===== src/rtl/net_interface_if.sv =====
// Core-side and router-side signals of the network interface.
// The slave modport is the interface block; master is the core/router side.
interface net_interface_if #(
    parameter int unsigned DEPTH  = 4,
    parameter int unsigned DEST_W = 8
);
    localparam int unsigned CNT_W = $clog2(DEPTH) + 1;

    logic              NET_WRITE;
    logic              NET_READ;
    logic [31:0]       ADDRESS;
    logic [31:0]       WRITE_DATA;
    logic [31:0]       READ_DATA;
    logic              BUSY;
    logic              TX_VALID;
    logic              TX_READY;
    logic [DEST_W-1:0] TX_DEST;
    logic [31:0]       TX_DATA;
    logic              RX_VALID;
    logic              RX_READY;
    logic [31:0]       RX_DATA;
    logic [CNT_W-1:0]  TX_COUNT;
    logic [CNT_W-1:0]  RX_COUNT;

    modport slave (
        input  NET_WRITE, NET_READ, ADDRESS, WRITE_DATA, TX_READY, RX_VALID, RX_DATA,
        output READ_DATA, BUSY, TX_VALID, TX_DEST, TX_DATA, RX_READY, TX_COUNT, RX_COUNT
    );

    modport master (
        output NET_WRITE, NET_READ, ADDRESS, WRITE_DATA, TX_READY, RX_VALID, RX_DATA,
        input  READ_DATA, BUSY, TX_VALID, TX_DEST, TX_DATA, RX_READY, TX_COUNT, RX_COUNT
    );
endinterface


===== src/rtl/net_interface.sv =====
// Network interface between the MEM stage and the router: a TX FIFO fed by
// SWNET and drained by the router, and an RX FIFO fed by the router and drained by LWNET.
module net_interface #(
    parameter int unsigned DEPTH  = 4,
    parameter int unsigned DEST_W = 8
) (
    input  logic             CLK,
    input  logic             RESET,
    net_interface_if.slave   bus
);
    localparam int unsigned PTR_W = $clog2(DEPTH);
    localparam int unsigned CNT_W = PTR_W + 1;

    typedef struct packed {
        logic [DEST_W-1:0] dest;
        logic [31:0]       data;
    } tx_entry_t;

    tx_entry_t        tx_mem_q [DEPTH];
    tx_entry_t        tx_mem_d [DEPTH];
    logic [31:0]      rx_mem_q [DEPTH];
    logic [31:0]      rx_mem_d [DEPTH];
    logic [PTR_W-1:0] tx_wr_ptr_q, tx_wr_ptr_d, tx_rd_ptr_q, tx_rd_ptr_d;
    logic [PTR_W-1:0] rx_wr_ptr_q, rx_wr_ptr_d, rx_rd_ptr_q, rx_rd_ptr_d;
    logic [CNT_W-1:0] tx_cnt_q, tx_cnt_d, rx_cnt_q, rx_cnt_d;

    logic tx_full_c, tx_empty_c, rx_full_c, rx_empty_c;
    logic tx_push_c, tx_pop_c, rx_push_c, rx_pop_c;

    // Stalled operations never touch the FIFOs; full TX has no bypass path.
    assign tx_full_c  = (tx_cnt_q == CNT_W'(DEPTH));
    assign tx_empty_c = (tx_cnt_q == '0);
    assign rx_full_c  = (rx_cnt_q == CNT_W'(DEPTH));
    assign rx_empty_c = (rx_cnt_q == '0);

    assign tx_push_c = bus.NET_WRITE & ~tx_full_c;
    assign tx_pop_c  = ~tx_empty_c & bus.TX_READY;
    assign rx_push_c = bus.RX_VALID & ~rx_full_c;
    assign rx_pop_c  = bus.NET_READ & ~rx_empty_c;

    assign bus.BUSY      = (bus.NET_WRITE & tx_full_c) | (bus.NET_READ & rx_empty_c);
    assign bus.TX_VALID  = ~tx_empty_c;
    assign bus.TX_DEST   = tx_empty_c ? '0 : tx_mem_q[tx_rd_ptr_q].dest;
    assign bus.TX_DATA   = tx_empty_c ? '0 : tx_mem_q[tx_rd_ptr_q].data;
    assign bus.RX_READY  = ~rx_full_c;
    assign bus.READ_DATA = rx_empty_c ? '0 : rx_mem_q[rx_rd_ptr_q];
    assign bus.TX_COUNT  = tx_cnt_q;
    assign bus.RX_COUNT  = rx_cnt_q;

    // Upper address bits are not part of the destination.
    generate
        if (DEST_W < 32) begin : g_addr_unused
            logic unused_addr_c;
            assign unused_addr_c = ^bus.ADDRESS[31:DEST_W];
        end
    endgenerate

    always_comb begin
        tx_mem_d    = tx_mem_q;
        rx_mem_d    = rx_mem_q;
        tx_wr_ptr_d = tx_wr_ptr_q;
        tx_rd_ptr_d = tx_rd_ptr_q;
        rx_wr_ptr_d = rx_wr_ptr_q;
        rx_rd_ptr_d = rx_rd_ptr_q;
        tx_cnt_d    = tx_cnt_q;
        rx_cnt_d    = rx_cnt_q;

        if (tx_push_c) begin
            tx_mem_d[tx_wr_ptr_q] = '{dest: bus.ADDRESS[DEST_W-1:0], data: bus.WRITE_DATA};
            tx_wr_ptr_d           = tx_wr_ptr_q + PTR_W'(1);
        end
        if (tx_pop_c) begin
            tx_rd_ptr_d = tx_rd_ptr_q + PTR_W'(1);
        end
        case ({tx_push_c, tx_pop_c})
            2'b10:   tx_cnt_d = tx_cnt_q + CNT_W'(1);
            2'b01:   tx_cnt_d = tx_cnt_q - CNT_W'(1);
            default: tx_cnt_d = tx_cnt_q;
        endcase

        if (rx_push_c) begin
            rx_mem_d[rx_wr_ptr_q] = bus.RX_DATA;
            rx_wr_ptr_d           = rx_wr_ptr_q + PTR_W'(1);
        end
        if (rx_pop_c) begin
            rx_rd_ptr_d = rx_rd_ptr_q + PTR_W'(1);
        end
        case ({rx_push_c, rx_pop_c})
            2'b10:   rx_cnt_d = rx_cnt_q + CNT_W'(1);
            2'b01:   rx_cnt_d = rx_cnt_q - CNT_W'(1);
            default: rx_cnt_d = rx_cnt_q;
        endcase
    end

    always_ff @(posedge CLK or posedge RESET) begin
        if (RESET) begin
            for (int i = 0; i < int'(DEPTH); i++) begin
                tx_mem_q[i] <= '0;
                rx_mem_q[i] <= '0;
            end
            tx_wr_ptr_q <= '0;
            tx_rd_ptr_q <= '0;
            rx_wr_ptr_q <= '0;
            rx_rd_ptr_q <= '0;
            tx_cnt_q    <= '0;
            rx_cnt_q    <= '0;
        end else begin
            tx_mem_q    <= tx_mem_d;
            rx_mem_q    <= rx_mem_d;
            tx_wr_ptr_q <= tx_wr_ptr_d;
            tx_rd_ptr_q <= tx_rd_ptr_d;
            rx_wr_ptr_q <= rx_wr_ptr_d;
            rx_rd_ptr_q <= rx_rd_ptr_d;
            tx_cnt_q    <= tx_cnt_d;
            rx_cnt_q    <= rx_cnt_d;
        end
    end
endmodule


===== src/flat_wrapper.sv =====
// flat-port wrapper written by rule: the top's interface ports become plain ports
module net_interface_flat 
#(
    parameter int unsigned DEPTH  = 4,
    parameter int unsigned DEST_W = 8
)
  (CLK, RESET, bus_NET_WRITE, bus_NET_READ, bus_ADDRESS, bus_WRITE_DATA, bus_TX_READY, bus_RX_VALID, bus_RX_DATA, bus_READ_DATA, bus_BUSY, bus_TX_VALID, bus_TX_DEST, bus_TX_DATA, bus_RX_READY, bus_TX_COUNT, bus_RX_COUNT);
  net_interface_if #(.DEPTH(DEPTH), .DEST_W(DEST_W)) bus_i ();
  input  logic CLK;
  input  logic RESET;
  input wire logic [$bits(bus_i.NET_WRITE)-1:0] bus_NET_WRITE;
  input wire logic [$bits(bus_i.NET_READ)-1:0] bus_NET_READ;
  input wire logic [$bits(bus_i.ADDRESS)-1:0] bus_ADDRESS;
  input wire logic [$bits(bus_i.WRITE_DATA)-1:0] bus_WRITE_DATA;
  input wire logic [$bits(bus_i.TX_READY)-1:0] bus_TX_READY;
  input wire logic [$bits(bus_i.RX_VALID)-1:0] bus_RX_VALID;
  input wire logic [$bits(bus_i.RX_DATA)-1:0] bus_RX_DATA;
  output wire logic [$bits(bus_i.READ_DATA)-1:0] bus_READ_DATA;
  output wire logic [$bits(bus_i.BUSY)-1:0] bus_BUSY;
  output wire logic [$bits(bus_i.TX_VALID)-1:0] bus_TX_VALID;
  output wire logic [$bits(bus_i.TX_DEST)-1:0] bus_TX_DEST;
  output wire logic [$bits(bus_i.TX_DATA)-1:0] bus_TX_DATA;
  output wire logic [$bits(bus_i.RX_READY)-1:0] bus_RX_READY;
  output wire logic [$bits(bus_i.TX_COUNT)-1:0] bus_TX_COUNT;
  output wire logic [$bits(bus_i.RX_COUNT)-1:0] bus_RX_COUNT;
  assign bus_i.NET_WRITE = bus_NET_WRITE;
  assign bus_i.NET_READ = bus_NET_READ;
  assign bus_i.ADDRESS = bus_ADDRESS;
  assign bus_i.WRITE_DATA = bus_WRITE_DATA;
  assign bus_i.TX_READY = bus_TX_READY;
  assign bus_i.RX_VALID = bus_RX_VALID;
  assign bus_i.RX_DATA = bus_RX_DATA;
  assign bus_READ_DATA = bus_i.READ_DATA;
  assign bus_BUSY = bus_i.BUSY;
  assign bus_TX_VALID = bus_i.TX_VALID;
  assign bus_TX_DEST = bus_i.TX_DEST;
  assign bus_TX_DATA = bus_i.TX_DATA;
  assign bus_RX_READY = bus_i.RX_READY;
  assign bus_TX_COUNT = bus_i.TX_COUNT;
  assign bus_RX_COUNT = bus_i.RX_COUNT;
  net_interface #(.DEPTH(DEPTH), .DEST_W(DEST_W)) u_core (.CLK(CLK), .RESET(RESET), .bus(bus_i));
endmodule

===== config.mk =====
export PLATFORM = sky130hd
export DESIGN_NAME = net_interface_flat
export DESIGN_NICKNAME = d
export VERILOG_FILES = /design/src/rtl/net_interface_if.sv /design/src/rtl/net_interface.sv /design/src/flat_wrapper.sv
export SDC_FILE = /design/constraint.sdc
export NUM_CORES = 1
export LEC_CHECK = 0
export CORE_AREA = 2 2 173 175
export CTS_CLUSTER_SIZE = 10
export DETAILED_ROUTE_END_ITERATION = 10
export DIE_AREA = 0 0 175 177
export GPL_ROUTABILITY_DRIVEN = 0
export PLACE_DENSITY = 0.75
export SETUP_SLACK_MARGIN = 0.2
export SYNTH_ARGS = -nofsm -noshare
export SYNTH_HDL_FRONTEND = slang
export SYNTH_SLANG_ARGS = --single-unit

===== constraint.sdc =====
create_clock -name CLK -period 9.7 [get_ports CLK]
set_input_delay 1.455 -clock CLK [delete_from_list [all_inputs] [get_ports CLK]]
set_output_delay 1.455 -clock CLK [all_outputs]
set_load 0.05 [all_outputs]

==> results.toml <==
[detailed_routing]
drc = 0
vias = 7643
ant_nets = 0
wire_per_inst_um = 19.8
finalWirelength_mm = 27.9
viasPerCell = 5.43
initialDrtViolationCount = 426
drtPass1Iterations = 4

[grt]
track_usage_pct = 18.6
grt_pass1_vias = 8406
grt_overflow = 0
grt_max_degree = 176
grt_pass1_wl_mm = 45.8
antenna_found_initial = 0

[floorplan]
io_pins = 183
die_y_um = 177
rows = 63
dieArea_um2 = 31000
start_util_pct = 49.0
dieWidth_um = 175
core_um2 = 29200

[clock_tree]
clkSlewWorstSetupHoldPaths_ns = 0.06
root_buffer = "clkbuf_16"
cts-hold-fix-buffers = 0
max-clock-path-buffers = 3
htree_num_levels = 2
worst_skew_pair.late_latency_ns = 0.51
tritoncts = "done"
cts_inserted_buffers = 36
cts.repair.resized = 0
postCtsSetupBuffers = 0
clock_sinks = 302

[final_layout]
antenna_cells = 0
area_growth_pct = 19.0
nets = 1123
layout-drive-gt1-share_pct = 42.1

[timing]
period_needed_ns = 4.68
fmax_ghz = 0.214
worstMarginPinSlew_ns = 1.01
relSlewSlack_pct = 32.4
hold_viol_final = 0
rsz0062_at_grt = "no"
fin_skew_ns = 0.0124
slew_violations = 0
setup-violations-final = 0
finalCritPeriodShare_pct = 48.3
finalSetupTns_ns = 0

[yosys]
synth_ff_type = "dfrtp_1"
synthArstFlopShare_pct = 100
avgSynthCellArea_um2 = 16.7
synth_edf_count = 0
yosysWarningCount = 0
syn_inst = 859
syn_nets = 973
synth_top_area_share_pct = 52.8
synth_area_um2 = 14300
synth-seq-cells = 302
ys_types = 28
yosys-top-cells-area = "dfrtp_1, mux2_2, mux2_4, mux4_2, and2_1"
synth.largest_area_cell = "dfrtp_1"
synth_most_common_cell = "dfrtp_1"
synth_commonest_cells = "dfrtp_1, mux2_2, mux2_4, mux4_2, and2_1"
ys_seq_area_share_pct = 52.8

[worst_setup_path]
critPathKind = "register to primary output"
crit_required_ns = 8.25
cp_slowest_cell = "dfrtp_2"
path_cells = "buf_4 -> mux4_2 -> and2_1 -> clkdlybuf4s50_1"
slowest_delay_ns = 0.73
cp-end-kind = "primary output"
arrival_ns = 3.23
worst_setup_path_start_kind = "register"
crit_fanout = 25

[run_status]
status = "finished clean"

[placed_design]
dp_hpwl_mm = 16.3
port_buffers = 158

[flow_run]
timing.max_cap.violations = 0

[worst_hold_path]
hold_path_class = "register to register"
-- through the flow --
stage	util (%)	hold WS, ns	std cells	setup slack [ns]	area (um^2)
6_report	58.3	0.460	1408	5.02	17000
2_1_floorplan	-	0.475	859	4.23	14300
3_3_place_gp	54.9	0.450	1361	5.21	16100
5_1_grt	58.3	0.499	1408	4.85	17000
3_5_place_dp	54.9	0.453	1361	5.20	16100
4_1_cts	58.3	0.463	1408	4.96	17000
-- cell families after synthesis --
group | Yosys count | share of synthesized area (%)
simple gates | 98 | 4.19
xor+xnor | 12 | 0.734
buf+inv | 70 | 3.71
fa+ha+maj | 12 | 1.15
flops | 302 | 52.8
compound gates | 2 | 0.0961
mux | 363 | 37.3
-- cell type report --
| class | count | area (um^2) |
|---|---|---|
| tap | 390 | 488 |
| inverter | 11 | 45.0 |
| clock inverter | 2 | 17.5 |
| fill | 2258 | 12200 |
| sequential | 302 | 7560 |
| clock buffer | 45 | 966 |
| timing repair buffer | 171 | 1690 |
| multi-input combinational | 487 | 6270 |
-- final timing paths --
path / start / end / slack, ns / depth (start not counted)
max reg2reg: u_core.bus.TX_COUNT[1] / u_core.bus.TX_COUNT[1] / 7.12 / 6
min in group asynchronous: RESET / u_core.tx_mem_q[62] / 1.51 / 3
max: u_core.tx_rd_ptr_q[1] / bus_TX_DATA[10] / 5.02 / 4
max in group asynchronous: RESET / u_core.rx_rd_ptr_q[0] / 6.67 / 4
min: u_core.tx_rd_ptr_q[0] / u_core.tx_rd_ptr_q[0] / 0.46 / 1
min reg2reg: u_core.tx_rd_ptr_q[0] / u_core.tx_rd_ptr_q[0] / 0.46 / 1
-- registers in the layout (all words and copies together), names as in the netlist --
signal               cells
u_core.tx_mem_q        160
u_core.rx_mem_q        128
u_core.bus.RX_COUNT      3
u_core.bus.TX_COUNT      3
u_core.rx_rd_ptr_q       2
u_core.rx_wr_ptr_q       2
u_core.tx_rd_ptr_q       2
u_core.tx_wr_ptr_q       2
-- layer usage --
metal	GRT usage, %	up-vias	share of wire (%)
met1	25.8	4051	46
met3	3.52	35	4.8
met2	30.7	178	48
met5	0	-	0
li1	-	3379	-
met4	4.41	0	1.5
-- cells in the final DEF (no fill, tap or decap), drive strengths merged, types with 7 or more instances in the layout --
master	synthesis	final
dfrtp	302	302
mux2	290	290
clkdlybuf4s50	0	158
mux4	72	72
clkbuf	12	45
and2	41	41
nor2b	33	33
buf	47	13
inv	11	12
ha	10	10
nand2	7	7
xor2	7	7
nor2	7	7
-- worst max-delay path, delay by kind of cell, from the launching register on --
family,cells,cell delay [ns]
flip-flops,1,0.73
buffers and inverters,2,1.22
multiplexers,1,0.56
AND/OR/NAND/NOR,1,0.19
Power is left out: the tool's default activity adds up to more than one toggle a clock period on the data nets, which glitch-free logic cannot reach.
